### src/rtl/bcd_digits_to_binary.sv
// Serial BCD-to-binary entry converter.
// Takes decimal digits most significant first over a valid/ready handshake,
// accumulates value = value*10 + digit, and reports the binary result (or an
// error) with a one-cycle strobe. Results stay on the outputs until the next one.
module bcd_digits_to_binary #(
  parameter int DIGITS    = 3,
  parameter int WIDTH     = 7,
  parameter int MAX_VALUE = 127
) (
  input  logic                          i_clock,
  input  logic                          i_resetn,
  input  logic                          i_clear,
  input  logic [3:0]                    i_digit_in,
  input  logic                          i_digit_valid,
  input  logic                          i_digit_last,
  output logic                          o_digit_ready,
  output logic [WIDTH-1:0]              o_binary_out,
  output logic                          o_result_valid,
  output logic                          o_error,
  output logic [$clog2(DIGITS+1)-1:0]   o_digit_count
);

  // Four extra bits keep acc*10 + 15 from wrapping for any legal acc.
  localparam int AW = WIDTH + 4;
  localparam int CW = $clog2(DIGITS + 1);

  typedef enum logic [1:0] {
    IDLE  = 2'd0,
    ACCUM = 2'd1,
    DRAIN = 2'd2,
    DONE  = 2'd3
  } state_t;

  state_t          r_state;
  logic [AW-1:0]   r_acc;
  logic [CW-1:0]   r_count;
  logic [WIDTH-1:0] r_binary;
  logic            r_error;
  logic            r_result_valid;

  logic            w_accept;
  logic [AW-1:0]   w_new;
  logic            w_digit_err;

  // Candidate accumulator value and the error test for the digit on the bus.
  always_comb begin
    w_accept    = i_digit_valid && o_digit_ready;
    w_new       = r_acc * AW'(10) + AW'(i_digit_in);
    w_digit_err = (i_digit_in > 4'd9) || (w_new > AW'(MAX_VALUE)) ||
                  (r_count == CW'(DIGITS));
  end

  // Entry FSM: accumulate digits, drain after an error, report in DONE.
  always_ff @(posedge i_clock or negedge i_resetn) begin
    if (!i_resetn) begin
      r_state        <= IDLE;
      r_acc          <= '0;
      r_count        <= '0;
      r_binary       <= '0;
      r_error        <= 1'b0;
      r_result_valid <= 1'b0;
    end else if (i_clear) begin
      // Abort the number in progress; last reported result stays visible.
      r_state        <= IDLE;
      r_acc          <= '0;
      r_count        <= '0;
      r_result_valid <= 1'b0;
    end else begin
      r_result_valid <= 1'b0;
      case (r_state)
        IDLE, ACCUM: begin
          if (w_accept) begin
            if (w_digit_err) begin
              if (i_digit_last) begin
                r_state        <= DONE;
                r_result_valid <= 1'b1;
                r_binary       <= '0;
                r_error        <= 1'b1;
              end else begin
                r_state <= DRAIN;
              end
            end else begin
              r_acc   <= w_new;
              r_count <= r_count + CW'(1);
              if (i_digit_last) begin
                r_state        <= DONE;
                r_result_valid <= 1'b1;
                r_binary       <= w_new[WIDTH-1:0];
                r_error        <= 1'b0;
              end else begin
                r_state <= ACCUM;
              end
            end
          end
        end
        DRAIN: begin
          // Remaining digits of a bad number are swallowed until the last one.
          if (w_accept && i_digit_last) begin
            r_state        <= DONE;
            r_result_valid <= 1'b1;
            r_binary       <= '0;
            r_error        <= 1'b1;
          end
        end
        DONE: begin
          r_state <= IDLE;
          r_acc   <= '0;
          r_count <= '0;
        end
        default: r_state <= IDLE;
      endcase
    end
  end

  assign o_digit_ready  = (r_state != DONE);
  assign o_binary_out   = r_binary;
  assign o_result_valid = r_result_valid;
  assign o_error        = r_error;
  assign o_digit_count  = r_count;

endmodule
### config.mk
export PLATFORM = sky130hd
export DESIGN_NAME = bcd_digits_to_binary
export DESIGN_NICKNAME = d
export VERILOG_FILES = /design/src/rtl/bcd_digits_to_binary.sv
export SDC_FILE = /design/constraint.sdc
export NUM_CORES = 1
export LEC_CHECK = 0
export BUFFER_PORTS_ARGS = -buffer_cell sky130_fd_sc_hd__buf_4
export CAP_MARGIN = 20
export CORE_UTILIZATION = 55
export DETAILED_ROUTE_END_ITERATION = 8
export PLACE_DENSITY = 0.88
export SYNTH_ARGS = -nofsm -noshare
export SYNTH_HDL_FRONTEND = slang
export SYNTH_SLANG_ARGS = --single-unit
### constraint.sdc
create_clock -name i_clock -period 4.2 [get_ports i_clock]
set_input_delay 0.63 -clock i_clock [delete_from_list [all_inputs] [get_ports i_clock]]
set_output_delay 0.63 -clock i_clock [all_outputs]
set_load 0.1 [all_outputs]
=== Yosys cells after proc, flatten, opt, wreduce, memory -nomap -nowiden ===
Cells that the tools add are included.

* Register bits after elaboration: 24
* Bits of input ports: 9
* Output and inout port bits: 12
* Word-level logic and storage cells: 66

* Add/sub/neg operators: 2
* Multiply operators: 1
* Magnitude comparators: 2
* Equal/unequal tests: 11
* Multiplexer cells: 32
* Bitwise gates (word level): 1
* Reduce and logical (&&, ||, !) cells: 11

{| class="wikitable"
|+ Operators by type and width
! cell !! number
|-
| two-way mux 7 bit || 5
|-
| two-way mux 11 bit || 3
|-
| one-hot mux 11 bit (2 select lines) || 1
|-
| two-way mux 2 bit || 8
|-
| one-hot mux 7 bit (2 select lines) || 1
|-
| adder 11 x 4 -> 11 bit || 1
|-
| greater-than comparator 11 x 7 -> 1 bit (second input constant) || 1
|-
| multiplier 11 x 3 -> 10 bit (second input constant) || 1
|-
| two-way mux 1 bit || 10
|-
| != test 3 bit (second input constant) || 3
|-
| != test 2 bit (second input constant) || 4
|-
| equality test 2 bit (second input constant) || 3
|-
| one-hot mux 2 bit (3 select lines) || 1
|-
| AND reduction 5 bit || 1
|-
| greater-than comparator 4 bit (second input constant) || 1
|-
| one-hot mux 1 bit (2 select lines) || 2
|-
| one-hot mux 2 bit (2 select lines) || 1
|-
| AND reduction 3 bit || 1
|-
| nonzero test 3 bit || 1
|-
| adder 2 x 1 -> 2 bit (second input constant) || 1
|-
| equality test 2 x 1 -> 1 bit (second input constant) || 1
|-
| logical AND 1 bit || 2
|-
| zero test 2 bit || 1
|-
| logical OR 1 bit || 2
|-
| 4 further kinds || 4
|}

=== Depth between registers and ports, before layout ===
Gate-level depths: netlist of the first run.

* Depth after elaboration: 9
* Depth in mapped cells: 11
* Gate-level depth less buffers: 10

=== Worst setup path before layout of the first run ===
OpenSTA, ideal clock, no wires.

* Path type: register to register
* From: reg r_acc[1]
* To: reg r_state[1]
* Library setup time: 0.124 ns
* Arrival: 2.865 ns
* Required time: 4.076 ns
* Path slack: 1.211 ns
* Cell stages (with the launch flop): 11
* Path buffers: 0
* Cell sequence: dfrtp_1 -> ha_1 -> ha_1 -> fa_1 -> xor2_1 -> and4_1 -> nor3b_2 -> o211ai_1 -> mux2i_2 -> nand4b_2 -> o31a_1

* Longest elaborated chain between the ends: 9

{| class="wikitable"
|+ Ends and longest elaborated chain
! element !! RTL line !! source
|-
| start, declared || 35 || <nowiki>logic [AW-1:0] r_acc;</nowiki>
|-
| start signal, assigned || 83 || <nowiki>r_acc <= w_new;</nowiki>
|-
| multiplier 11 x 3 -> 10 bit || 48 || <nowiki>w_new = r_acc * AW'(10) + AW'(i_digit_in);</nowiki>
|-
| adder 11 x 4 -> 11 bit || 48 ||
|-
| greater-than comparator 11 x 7 -> 1 bit || 49 || <nowiki>w_digit_err = (i_digit_in > 4'd9) || (w_new > AW'(MAX_VALUE)) ||</nowiki>
|-
| logical OR 1 bit (2 in series) || 49 ||
|-
| two-way mux 2 bit || 73 || <nowiki>if (w_digit_err) begin</nowiki>
|-
| two-way mux 2 bit || 72 || <nowiki>if (w_accept) begin</nowiki>
|-
| one-hot mux 2 bit (3 select lines) || 70 || <nowiki>case (r_state)</nowiki>
|-
| two-way mux 2 bit || 62 || <nowiki>end else if (i_clear) begin</nowiki>
|-
| end signal, assigned || 64 || <nowiki>r_state <= IDLE;</nowiki>
|-
| end signal, assigned || 75 || <nowiki>r_state <= DONE;</nowiki>
|-
| end signal, assigned || 80 || <nowiki>r_state <= DRAIN;</nowiki>
|-
| end, declared || 34 || <nowiki>state_t r_state;</nowiki>
|}

Every way passes these cells. The select of a mux whose other input is x is not followed.
A chain may end at the register's enable or synchronous reset.

=== Worst setup path in the final report of the first run ===
* From: reg r_acc[1]
* To: reg r_count[0] (netlist: o_digit_count[0])

* Longest elaborated chain between the ends: 7

{| class="wikitable"
|+ Ends and longest elaborated chain
! element !! RTL line !! source
|-
| multiplier 11 x 3 -> 10 bit || 48 ||
|-
| adder 11 x 4 -> 11 bit || 48 ||
|-
| greater-than comparator 11 x 7 -> 1 bit || 49 ||
|-
| logical OR 1 bit (2 in series) || 49 ||
|-
| != test 3 bit (no line) || -- ||
|-
| AND reduction 3 bit (no line) || -- ||
|-
| end signal, assigned || 84 || <nowiki>r_count <= r_count + CW'(1);</nowiki>
|-
| end, declared || 36 || <nowiki>logic [CW-1:0] r_count;</nowiki>
|}

Every way passes these cells.

==> results.ini, run 1 <==
[status]
status=finished clean

[finish]
postLayoutCoreUtil_pct=64.9
drive_gt1_share_pct=16.3
final_cells=215
areaGrowthSynthToFinish_pct=12.6
antenna_cells=0
nets=213

[sta]
worstMarginPinSlew_ns=0.915
min_period_over_period_pct=86.9
whs_ns=0.181
slew_headroom_pct=39.0
grt_setup_unrepaired=no
setup_viol=0
hold_violations=0
fmax_mhz=274
fin_skew_ns=0.00326
final_max_slew_viol_count=0
min_period_ns=3.65
tns_ns=0

[yosys]
syn_nets=190
yosysSeqAreaShare_pct=36.2
synth.avg_cell_area_sq_um=9.82
yosys_warnings=0
ys_ff_latch=23
synth_cells=162
synth_area_sq_mm=0.00159
yosysUniqueCellTypes=41

[power_and_ir_drop]
internal-power_uw=393
sw_frac_of_total_pct=49.2
p_sw_uw=380
p_clk_share_pct=13.3
cellPowerDensity_mw_per_mm2=432
p_seq_share_pct=35.7
combPwrFrac_pct=50.9
ir_drop_mv=0.542
p_leak_nw=0.951

[route]
viasPerCell=6.18
drt.antenna.violating_nets=0
num_vias=1329
avgRoutedWirePerCell_um=16.1
drtIter0Drc=36
drt-total-wl_um=3460
firstDrtPassIters=4
drc=0

[place]
hpwl_um=2740
io_buffers=20
placed_cells=211
routabilityCongestion=0.830

[grt]
grt_antenna_before_repair=0
track_usage_pct=25.1
grt_max_degree=24
grt_pass1_vias=1352
grt_remaining_overflow=0
grt_first_pass_wirelength_um=5970

[floorplanning]
dieWidth_um=55.8
io-pin-count=21
coreArea_sq_mm=0.00276
placementRows=19
start_util_pct=57.7
dieArea_sq_mm=0.00311
fp.dieH_um=55.8

[clock_network]
clock_path_buffers=2
cts_max_level=1
cts_tree=built
ctsHoldBuffers=0
insertion_delay_ns=0.32
post-cts-setup-buffer-count=0
clockRootBuffer=clkbuf_4
clkTransAtPathRegs_ns=0.12
numClockSinks=23
cts-resized-gates=0
cts_made_buffers=3

[setup_path]
startpoint_type=flop
cp_top_family=simple AND/OR/NAND/NOR gates
critPathSlowestCell=dfrtp_1
crit_type=flop to flop
cp_slowest_stage_delay_ns=0.45
path_cells=ha_1, ha_1, fa_1, xor2_1, and4_1, nor3b_2, o211ai_1, mux2i_2, nand4_2, mux2_2
cpMostUsedCell=ha_1
cp.required_ns=4.42
end_kind=flop
critPathArrivalTime_ns=3.86
path_buf_inv=0
critPathMaxFanout=12

[flow_run]
cap_viol_max_count=0

[min_path]
hold_class=input pin to asynchronous set/reset pin

## cells in the mapped netlist
| library cell | instances | share of area (%) |
|---|---|---|
| a211o_1 | 1 | 0.55 |
| a211oi_1 | 3 | 1.4 |
| a211oi_2 | 1 | 0.79 |
| a21o_1 | 3 | 1.4 |
| a21oi_1 | 5 | 1.6 |
| a31o_1 | 1 | 0.55 |
| a31oi_1 | 1 | 0.39 |
| and3_1 | 5 | 2.0 |
| and4_1 | 1 | 0.55 |
| buf_6 | 1 | 0.71 |
| clkbuf_1 | 1 | 0.24 |
| clkinv_1 | 1 | 0.24 |
| dfrtp_1 | 23 | 36 |
| fa_1 | 2 | 2.5 |
| ha_1 | 17 | 13 |
| inv_1 | 5 | 1.2 |
| mux2_2 | 1 | 0.71 |
| mux2i_1 | 8 | 5.0 |
| mux2i_2 | 1 | 0.87 |
| nand2_1 | 29 | 6.8 |
| nand2b_1 | 2 | 0.79 |
| nand3_1 | 4 | 1.3 |
| nand4_1 | 1 | 0.39 |
| nand4_2 | 1 | 0.79 |
| nand4b_2 | 1 | 0.94 |
| nor2_1 | 9 | 2.1 |
| nor2b_1 | 1 | 0.39 |
| nor3_1 | 2 | 0.63 |
| nor3b_2 | 1 | 0.79 |
| o211a_1 | 2 | 1.3 |
| o211ai_1 | 2 | 0.94 |
| o21a_1 | 3 | 1.4 |
| o21ai_0 | 9 | 2.8 |
| o22a_2 | 1 | 0.63 |
| o22ai_1 | 1 | 0.39 |
| o2bb2ai_1 | 2 | 1.1 |
| o31a_1 | 1 | 0.55 |
| o31ai_1 | 2 | 0.94 |
| xnor2_1 | 3 | 1.7 |
| xnor3_1 | 1 | 1.4 |
| xor2_1 | 3 | 1.7 |
## final cells by class
cell class	instances	area [sq um]
timing repair buffer	20	150
tap	31	38.8
clock buffer	4	26.3
fill	219	967
multi-input combinational	131	977
sequential	23	576
inverter	6	22.5
## final timing paths
path,to,slack (ns),start,cells after the start
hold reg to reg,o_binary_out[4],0.49,o_binary_out[4],2
max in group asynchronous,o_digit_count[1],3.79,i_resetn,1
setup / recovery,o_digit_count[0],0.55,r_acc[1],10
min in group i_clock,o_binary_out[4],0.49,o_binary_out[4],2
setup reg to reg,o_digit_count[0],0.55,r_acc[1],10
hold / removal,r_acc[9],0.18,i_resetn,1
## stage by stage
step	cell area [sq um]	total power, mW	setup WS, ns
finish	1790	0.774	0.552
CTS	1790	0.773	0.619
floorplan	1590	0.583	1.21
global route	1790	0.817	0.379
detailed placement	1760	0.673	0.638
global placement	1760	0.659	0.859
## registers in the layout, indices dropped and copies added, names as in the netlist
| signal | cells |
|---|---|
| o_result_valid | 1 |
| o_error | 1 |
| o_binary_out | 7 |
| r_acc | 10 |
| r_state | 2 |
| o_digit_count | 2 |
## per-layer routing
layer	vias to the layer above	track usage [%]	part of all wire [%]
met5	-	0	0
met2	47	44.1	52
met4	0	12.5	2.1
met1	636	28.8	41
li1	637	-	-
met3	9	5.35	5.0
## power by group through the flow
stage	logic, mW	registers (mW)	clock network [mW]
floorplan	0.145	0.438	0
detailed placement	0.392	0.281	0
global placement	0.379	0.279	0
global route	0.420	0.281	0.115
finish	0.394	0.277	0.103
CTS	0.392	0.277	0.105
## cells in the final DEF, fill, tap and decap left out, types with 3 or more instances in the layout
master,n
dfrtp_1,23
xor2_1,3
and3_1,5
xnor2_1,3
inv_1,5
mux2i_1,8
a21o_1,3
a21oi_1,5
nand3_1,4
buf_4,20
nor2_1,9
o21ai_0,9
clkbuf_4,3
o21a_1,3
ha_1,17
nand2_1,29
a211oi_1,3
## cells by family (layout without fill, tap and decap cells)
group / after synthesis / after routing / share of synthesized area [%]
AOI/OAI and AO/OA: 38 / 38 / 16.8
and+or+nand+nor: 57 / 57 / 17.5
xor gates and xnor gates: 7 / 7 / 4.72
DFF: 23 / 23 / 36.2
buffers and inverters: 8 / 30 / 2.36
muxes: 10 / 10 / 6.61
adders and majority gates: 19 / 19 / 15.9
(Power assumes the default switching activity.)
==> run 2, diff against run 1 <==
--- a/config.mk
+++ b/config.mk
@@ -12,2 +12,3 @@
 export PLACE_DENSITY = 0.88
+export REMOVE_ABC_BUFFERS = 1
 export SYNTH_ARGS = -nofsm -noshare
--- a/constraint.sdc
+++ b/constraint.sdc
@@ -3,2 +3,2 @@
 set_output_delay 0.63 -clock i_clock [all_outputs]
-set_load 0.1 [all_outputs]
+set_load 0.005 [all_outputs]
==> run 2 against run 1 <==
Total power shrank 23%. First-iteration DRC count grew 31%. Critical path depth is the same. Critical path type unchanged. Register-to-register slack gained 0.09 ns. Routed wire length shrank 7.7%. Combinational power shrank 44%. Global-route usage shrank 2.6 points. Clock-buffer cell count is the same. Hold slack gained 0.0089 ns. Flip-flop and latch count is the same.
==> results.ini, run 2 (same netlist as run 1, synthesis figures left out) <==
[floorplanning]
placementRows=19  ; unchanged
coreArea_sq_mm=0.00276  ; unchanged
dieArea_sq_mm=0.00311  ; unchanged
start_util_pct=57.7  ; unchanged
io-pin-count=21  ; unchanged
fp.dieH_um=55.8  ; unchanged
dieWidth_um=55.8  ; unchanged

[power_and_ir_drop]
p_sw_uw=205  ; was 380 uW
p_clk_share_pct=16.4  ; was 13.3%
internal-power_uw=391  ; was 393 uW
p_leak_nw=0.951  ; unchanged
sw_frac_of_total_pct=34.4  ; was 49.2%
ir_drop_mv=0.289  ; was 0.542 mV
combPwrFrac_pct=37.1  ; was 50.9%
cellPowerDensity_mw_per_mm2=333  ; was 432 mW/mm^2
p_seq_share_pct=46.4  ; was 35.7%

[sta]
slew_headroom_pct=46.3  ; was 39.0%
setup_viol=0  ; unchanged
hold_violations=0  ; unchanged
worstMarginPinSlew_ns=0.805  ; was 0.915 ns
fin_skew_ns=0.00607  ; was 0.00326 ns
grt_setup_unrepaired=no  ; unchanged
min_period_ns=3.55  ; was 3.65 ns
final_max_slew_viol_count=0  ; unchanged
tns_ns=0  ; unchanged
whs_ns=0.190  ; was 0.181 ns
min_period_over_period_pct=84.6  ; was 86.9%
fmax_mhz=281  ; was 274 MHz

[finish]
largest_reg_flops=10  ; unchanged
layout_commonest_cell=nand2_1  ; unchanged
final_cell_mix=nand2_1 (29), dfrtp_1 (23), buf_4 (20)  ; unchanged
fillers=229  ; was 219
top_register=r_acc  ; unchanged
areaGrowthSynthToFinish_pct=12.6  ; unchanged
drive_gt1_share_pct=16.3  ; unchanged
nets=213  ; unchanged
antenna_cells=0  ; unchanged

[route]
drt.antenna.violating_nets=0  ; unchanged
avgRoutedWirePerCell_um=14.9  ; was 16.1 um
drt-total-wl_um=3190  ; was 3460 um
drtIter0Drc=47  ; was 36
viasPerCell=5.99  ; was 6.18
firstDrtPassIters=4  ; unchanged
routed.top_layer=met4  ; unchanged
met2_wirelength_um=1630  ; was 1800 um
wl_met1_um=1420  ; about the same
drc=0  ; unchanged
num_vias=1288  ; was 1329
wl_met3_um=112  ; was 172 um

[clock_network]
clkTransAtPathRegs_ns=0.12  ; about the same
cts_tree=built  ; unchanged
clock_path_buffers=2  ; unchanged
post-cts-setup-buffer-count=0  ; unchanged
cts-resized-gates=0  ; unchanged
ctsHoldBuffers=0  ; unchanged
clockRootBuffer=clkbuf_4  ; unchanged
cts_max_level=1  ; unchanged
insertion_delay_ns=0.30  ; was 0.32 ns
numClockSinks=23  ; unchanged
cts_made_buffers=3  ; unchanged

[setup_path]
cp.required_ns=4.40  ; was 4.42 ns
end_kind=flop  ; unchanged
startpoint_type=flop  ; unchanged
regToRegStartpoint=r_acc[1]  ; unchanged
crit_path_start=r_acc[1]  ; unchanged
critPathArrivalTime_ns=3.75  ; was 3.86 ns
critPathSlowestCell=dfrtp_1  ; unchanged
cpMostUsedCell=ha_1  ; unchanged
path_cells=ha_1, ha_1, fa_1, xor2_1, and4_1, nor3b_2, o211ai_1, mux2i_2, nand4_2, mux2_2  ; unchanged
cp_slowest_stage_delay_ns=0.45  ; about the same
critPathMaxFanout=12  ; unchanged
crit_type=flop to flop  ; unchanged

[flow_run]
cap_viol_max_count=0  ; unchanged

[grt]
grt_antenna_before_repair=0  ; unchanged
grt_first_pass_wirelength_um=5600  ; was 5970 um
grt_remaining_overflow=0  ; unchanged
grt_pass1_vias=1253  ; was 1352
grt_max_degree=24  ; unchanged
track_usage_pct=22.4  ; was 25.1%

[place]
routabilityCongestion=0.815  ; was 0.830
io_buffers=20  ; unchanged
hpwl_um=2620  ; was 2740 um

[status]
status=finished clean  ; unchanged

[min_path]
hold_class=input pin to asynchronous set/reset pin  ; unchanged

[run 2: cell counts in the layout (fill, tap and decap cells not counted)]
Identical to the previous run, type by type.
[run 2: path summary, 6_finish.rpt]
| kind | slack [ns] | endpoint | cells past startpoint |
|---|---|---|---|
| hold / removal | 0.19 | o_binary_out[6] | 1 |
| min in group i_clock | 0.50 | o_binary_out[2] | 2 |
| setup reg to reg | 0.65 | o_digit_count[0] | 10 |
| setup / recovery | 0.65 | o_digit_count[0] | 10 |
| hold reg to reg | 0.50 | o_binary_out[2] | 2 |
| max in group asynchronous | 3.79 | r_acc[3] | 1 |
[run 2: power groups by stage]
| stage | combinational [mW] | clock, mW | sequential (mW) |
|---|---|---|---|
| after detailed placement | 0.220 | 0 | 0.280 |
| after floorplan | 0.137 | 0 | 0.278 |
| after global placement | 0.213 | 0 | 0.278 |
| final | 0.221 | 0.0979 | 0.277 |
| after CTS | 0.223 | 0.101 | 0.276 |
| after global routing | 0.246 | 0.106 | 0.281 |
[run 2: layout make-up]
cell class                      instances  area, sq um  share of cell area (%)
Clock buffer                            4         26.3                    1.47
Inverter                                6         22.5                    1.26
Multi-Input combinational cell        131          977                    54.6
Sequential cell                        23          576                    32.1
Tap cell                               31         38.8                    2.17
Timing Repair Buffer                   20          150                    8.39
[run 2: through the flow]
| step | setup slack (ns) | utilization, % | power [mW] | instances | cell area, sq um |
|---|---|---|---|---|---|
| finish | 0.647 | 64.9 | 0.595 | 215 | 1790 |
| floorplan | 1.04 | - | 0.416 | 160 | 1580 |
| CTS | 0.650 | 64.9 | 0.600 | 215 | 1790 |
| global placement | 0.850 | 64.0 | 0.492 | 211 | 1760 |
| detailed placement | 0.656 | 64.0 | 0.500 | 211 | 1760 |
| global route | 0.404 | 64.9 | 0.634 | 215 | 1790 |
[run 2: critical path: cells and delay by family (launching register included)]
family / cells / cell delay, ns
adders and majority gates: 3 / 0.98
AOI/OAI and AO/OA: 1 / 0.16
xor gates and xnor gates: 1 / 0.29
and+or+nand+nor: 3 / 0.89
DFF: 1 / 0.45
muxes: 2 / 0.67
[run 2: per-layer routing]
| layer | track usage, % | up-vias |
|---|---|---|
| li1 | - | 634 |
| met1 | 28.8 | 618 |
| met2 | 39.6 | 32 |
| met3 | 2.33 | 4 |
| met4 | 7.50 | 0 |
| met5 | 0 | - |
==> run 3, diff against run 2 <==
Settings changed: ABC_AREA set to 1, PLACE_DENSITY 0.88 to 0.87.
Clock period 4.2 ns to 3.4 ns, I/O delays scaled along.
==> run 3 against run 2 <==
Synthesized cell count grew 40%. Clock power grew 29%. Register-to-register slack lost 0.32 ns. Combinational power grew to 4.3 times the previous value. Largest cell class unchanged. Critical endpoint is now r_acc[2]. Total power grew to 2.5 times the previous value. Routed wire length grew 5.1%. Hold slack lost 0.13 ns.
==> results.ini, run 3 <==
[setup_path]
cpMostUsedCell=nand2_1  ; was ha_1
critPathMaxFanout=13  ; was 12
startpoint_type=flop  ; unchanged
path_buf_inv=2  ; was 0
critPathArrivalTime_ns=3.28  ; was 3.75 ns
crit_path_start=r_acc[1]  ; unchanged
cp_top_family=simple AND/OR/NAND/NOR gates  ; was adder cells
cp.required_ns=3.61  ; was 4.40 ns
cp_slowest_stage_delay_ns=0.56  ; was 0.45 ns
path_cells=ha_1, ha_1, fa_1, nand2_1, inv_1, nand4_1, nand2_1, inv_1, nor2_1, nand2_1, nand2_1, nand2_1, nor2_1, nand3_1, nand2_2, nand2_2, nand2_1, nand2_1  ; was ha_1, ha_1, fa_1, xor2_1, and4_1, nor3b_2, o211ai_1, mux2i_2, nand4_2, mux2_2
critPathSlowestCell=fa_1  ; was dfrtp_1
crit_type=flop to flop  ; unchanged
worst-path-stages=18  ; was 10
end_kind=flop  ; unchanged
ff2ff_path_depth=18  ; was 10
regToRegStartpoint=r_acc[1]  ; unchanged

[clock_network]
insertion_delay_ns=0.31  ; was 0.30 ns
numClockSinks=23  ; unchanged
ctsHoldBuffers=0  ; unchanged
cts_max_level=1  ; unchanged
post-cts-setup-buffer-count=0  ; unchanged
cts-resized-gates=0  ; unchanged
clkTransAtPathRegs_ns=0.13  ; was 0.12 ns
clock_path_buffers=2  ; unchanged
clockRootBuffer=clkbuf_4  ; unchanged
cts_tree=built  ; unchanged
cts_made_buffers=3  ; unchanged

[floorplanning]
dieWidth_um=58.3  ; was 55.8 um
dieArea_sq_mm=0.00339  ; was 0.00311 sq mm
placementRows=20  ; was 19
io-pin-count=21  ; unchanged
start_util_pct=57.5  ; was 57.7%
fp.dieH_um=58.3  ; was 55.8 um
coreArea_sq_mm=0.00303  ; was 0.00276 sq mm

[sta]
hold_violations=0  ; unchanged
fmax_mhz=325  ; was 281 MHz
fin_ws_ns=0.323  ; was 0.647 ns
min_period_ns=3.08  ; was 3.55 ns
min_period_over_period_pct=90.5  ; was 84.6%
grt_setup_unrepaired=no  ; unchanged
slew_headroom_pct=68.4  ; was 46.3%
worstMarginPinSlew_ns=0.473  ; was 0.805 ns
setup_viol=0  ; unchanged
fin_skew_ns=0.00510  ; was 0.00607 ns
final_max_slew_viol_count=0  ; unchanged
tns_ns=0  ; unchanged

[grt]
track_usage_pct=21.5  ; was 22.4%
grt_max_degree=24  ; unchanged
grt_remaining_overflow=0  ; unchanged
grt_antenna_before_repair=0  ; unchanged
grt_pass1_vias=1326  ; was 1253
grt_first_pass_wirelength_um=5670  ; was 5600 um

[power_and_ir_drop]
cellPowerDensity_mw_per_mm2=780  ; was 333 mW/mm^2
ir_drop_mv=0.523  ; was 0.289 mV
p_leak_nw=1.12  ; was 0.951 nW

[place]
placed_cells=286  ; was 211
place_ws_ns=0.363  ; was 0.656 ns
io_buffers=20  ; unchanged
hpwl_um=2660  ; was 2620 um
routabilityCongestion=0.848  ; was 0.815
postPlaceCellArea_sq_mm=0.00191  ; was 0.00176 sq mm

[finish]
layout_commonest_cell=nand2_1  ; unchanged
postLayoutCoreUtil_pct=64.1  ; was 64.9%
multi_input_area_sq_mm=0.00103  ; was 977 sq um
final_cell_mix=nand2_1 (69), nand3_1 (26), inv_1 (25)  ; was nand2_1 (29), dfrtp_1 (23), buf_4 (20)
nets=275  ; was 213
drive_gt1_share_pct=15.9  ; was 16.3%
antenna_cells=0  ; unchanged
final_cells=290  ; was 215
top_register=r_acc  ; unchanged
final_cell_area_sq_mm=0.00194  ; was 0.00179 sq mm
fillers=249  ; was 229
regArea_sq_um=576  ; unchanged
areaGrowthSynthToFinish_pct=11.5  ; was 12.6%
largest_reg_flops=10  ; unchanged

[yosys]
synth_top_area_cell=dfrtp_1  ; unchanged
synth.avg_cell_area_sq_um=7.70  ; was 9.82 sq um
yosysTopAreaCellShare_pct=33.1  ; was 36.2%
synth.most_common_cell=nand2_1  ; unchanged
async_flop_share_pct=100  ; unchanged
synth_common_cells=nand2_1 (69), nand3_1 (26), inv_1 (25), dfrtp_1 (23), nor2_1 (18)  ; was nand2_1 (29), dfrtp_1 (23), ha_1 (17), nor2_1 (9), o21ai_0 (9)
synth_edf_count=0  ; unchanged
synth_cells=226  ; was 162
yosys_warnings=0  ; unchanged
ys_ff_latch=23  ; unchanged
yosysSeqAreaShare_pct=33.1  ; was 36.2%
synth_area_sq_mm=0.00174  ; was 0.00159 sq mm
yosys-top-cells-area=dfrtp_1 (33%), nand2_1 (15%), ha_1 (12%), nand3_1 (7.5%), inv_1 (5.4%)  ; was dfrtp_1 (36%), ha_1 (13%), nand2_1 (6.8%), mux2i_1 (5.0%), o21ai_0 (2.8%)
ys.flop_type=dfrtp_1  ; unchanged
yosysUniqueCellTypes=27  ; was 41

[flow_run]
cap_viol_max_count=0  ; unchanged

[route]
num_vias=1494  ; was 1288
avgRoutedWirePerCell_um=11.6  ; was 14.9 um
firstDrtPassIters=4  ; unchanged
drt.antenna.violating_nets=0  ; unchanged
drc=0  ; unchanged
drtIter0Drc=40  ; was 47
viasPerCell=5.15  ; was 5.99
drt-total-wl_um=3360  ; was 3190 um

[min_path]
hold_class=input pin to asynchronous set/reset pin  ; unchanged

[status]
status=finished clean  ; unchanged

[run 3: changes by cell type after synthesis, sizes merged, moves of 5 or more]
cell and delta:
inv +20, nand2 +44, nand3 +23, nor2 +9, and3 -5, mux2i -9
[run 3: final timing paths]
kind | slack, ns | endpoint
hold / removal | 0.06 | r_acc[9]
max in group asynchronous | 3.11 | o_binary_out[0]
setup reg to reg | 0.32 | r_acc[2]
hold reg to reg | 0.49 | o_binary_out[0]
min in group i_clock | 0.38 | o_result_valid
setup / recovery | 0.32 | r_acc[2]
[run 3: per-stage QoR]
stage / power, mW / hold slack, ns
CTS: 1.52 / 0.0738
detailed placement: 1.39 / 0.418
global placement: 1.36 / 0.415
floorplan: 1.14 / 0.214
finish: 1.51 / 0.0637
global route: 1.65 / 0.0763
[run 3: power breakdown]
group	internal [mW]	switching, mW
Sequential	0.364	0.0815
Combinational	0.374	0.568
Clock	0.0458	0.0806
Total	0.784	0.730
[run 3: area by class of cell]
type                            count  share of cell area, %
Multi-Input combinational cell    172                   53.2
Inverter                           27                   5.22
Clock buffer                        4                   1.35
Timing Repair Buffer               20                   7.74
Tap cell                           44                   2.84
Sequential cell                    23                   29.7
[run 3: cells by family (layout without fill, tap and decap cells)]
family	after synthesis	after routing	synth area share, %
compound gates	21	21	8.84
xor+xnor	7	7	4.60
fa+ha+maj	19	19	14.5
buf+inv	31	51	7.62
flops	23	23	33.1
simple gates	125	125	31.3
[run 3: layer usage]
metal	part of all wire (%)	GRT usage [%]
met5	0	0
met3	5.2	5.58
met1	47	28.7
met4	0	0.340
met2	48	37.4
[run 3: worst reg2reg max path, delay by kind of cell, from the launching register on]
kind,cells,cell delay (ns)
and+or+nand+nor,13,1.31
adders and majority gates,3,1.10
buffers and inverters,2,0.12
DFF,1,0.45
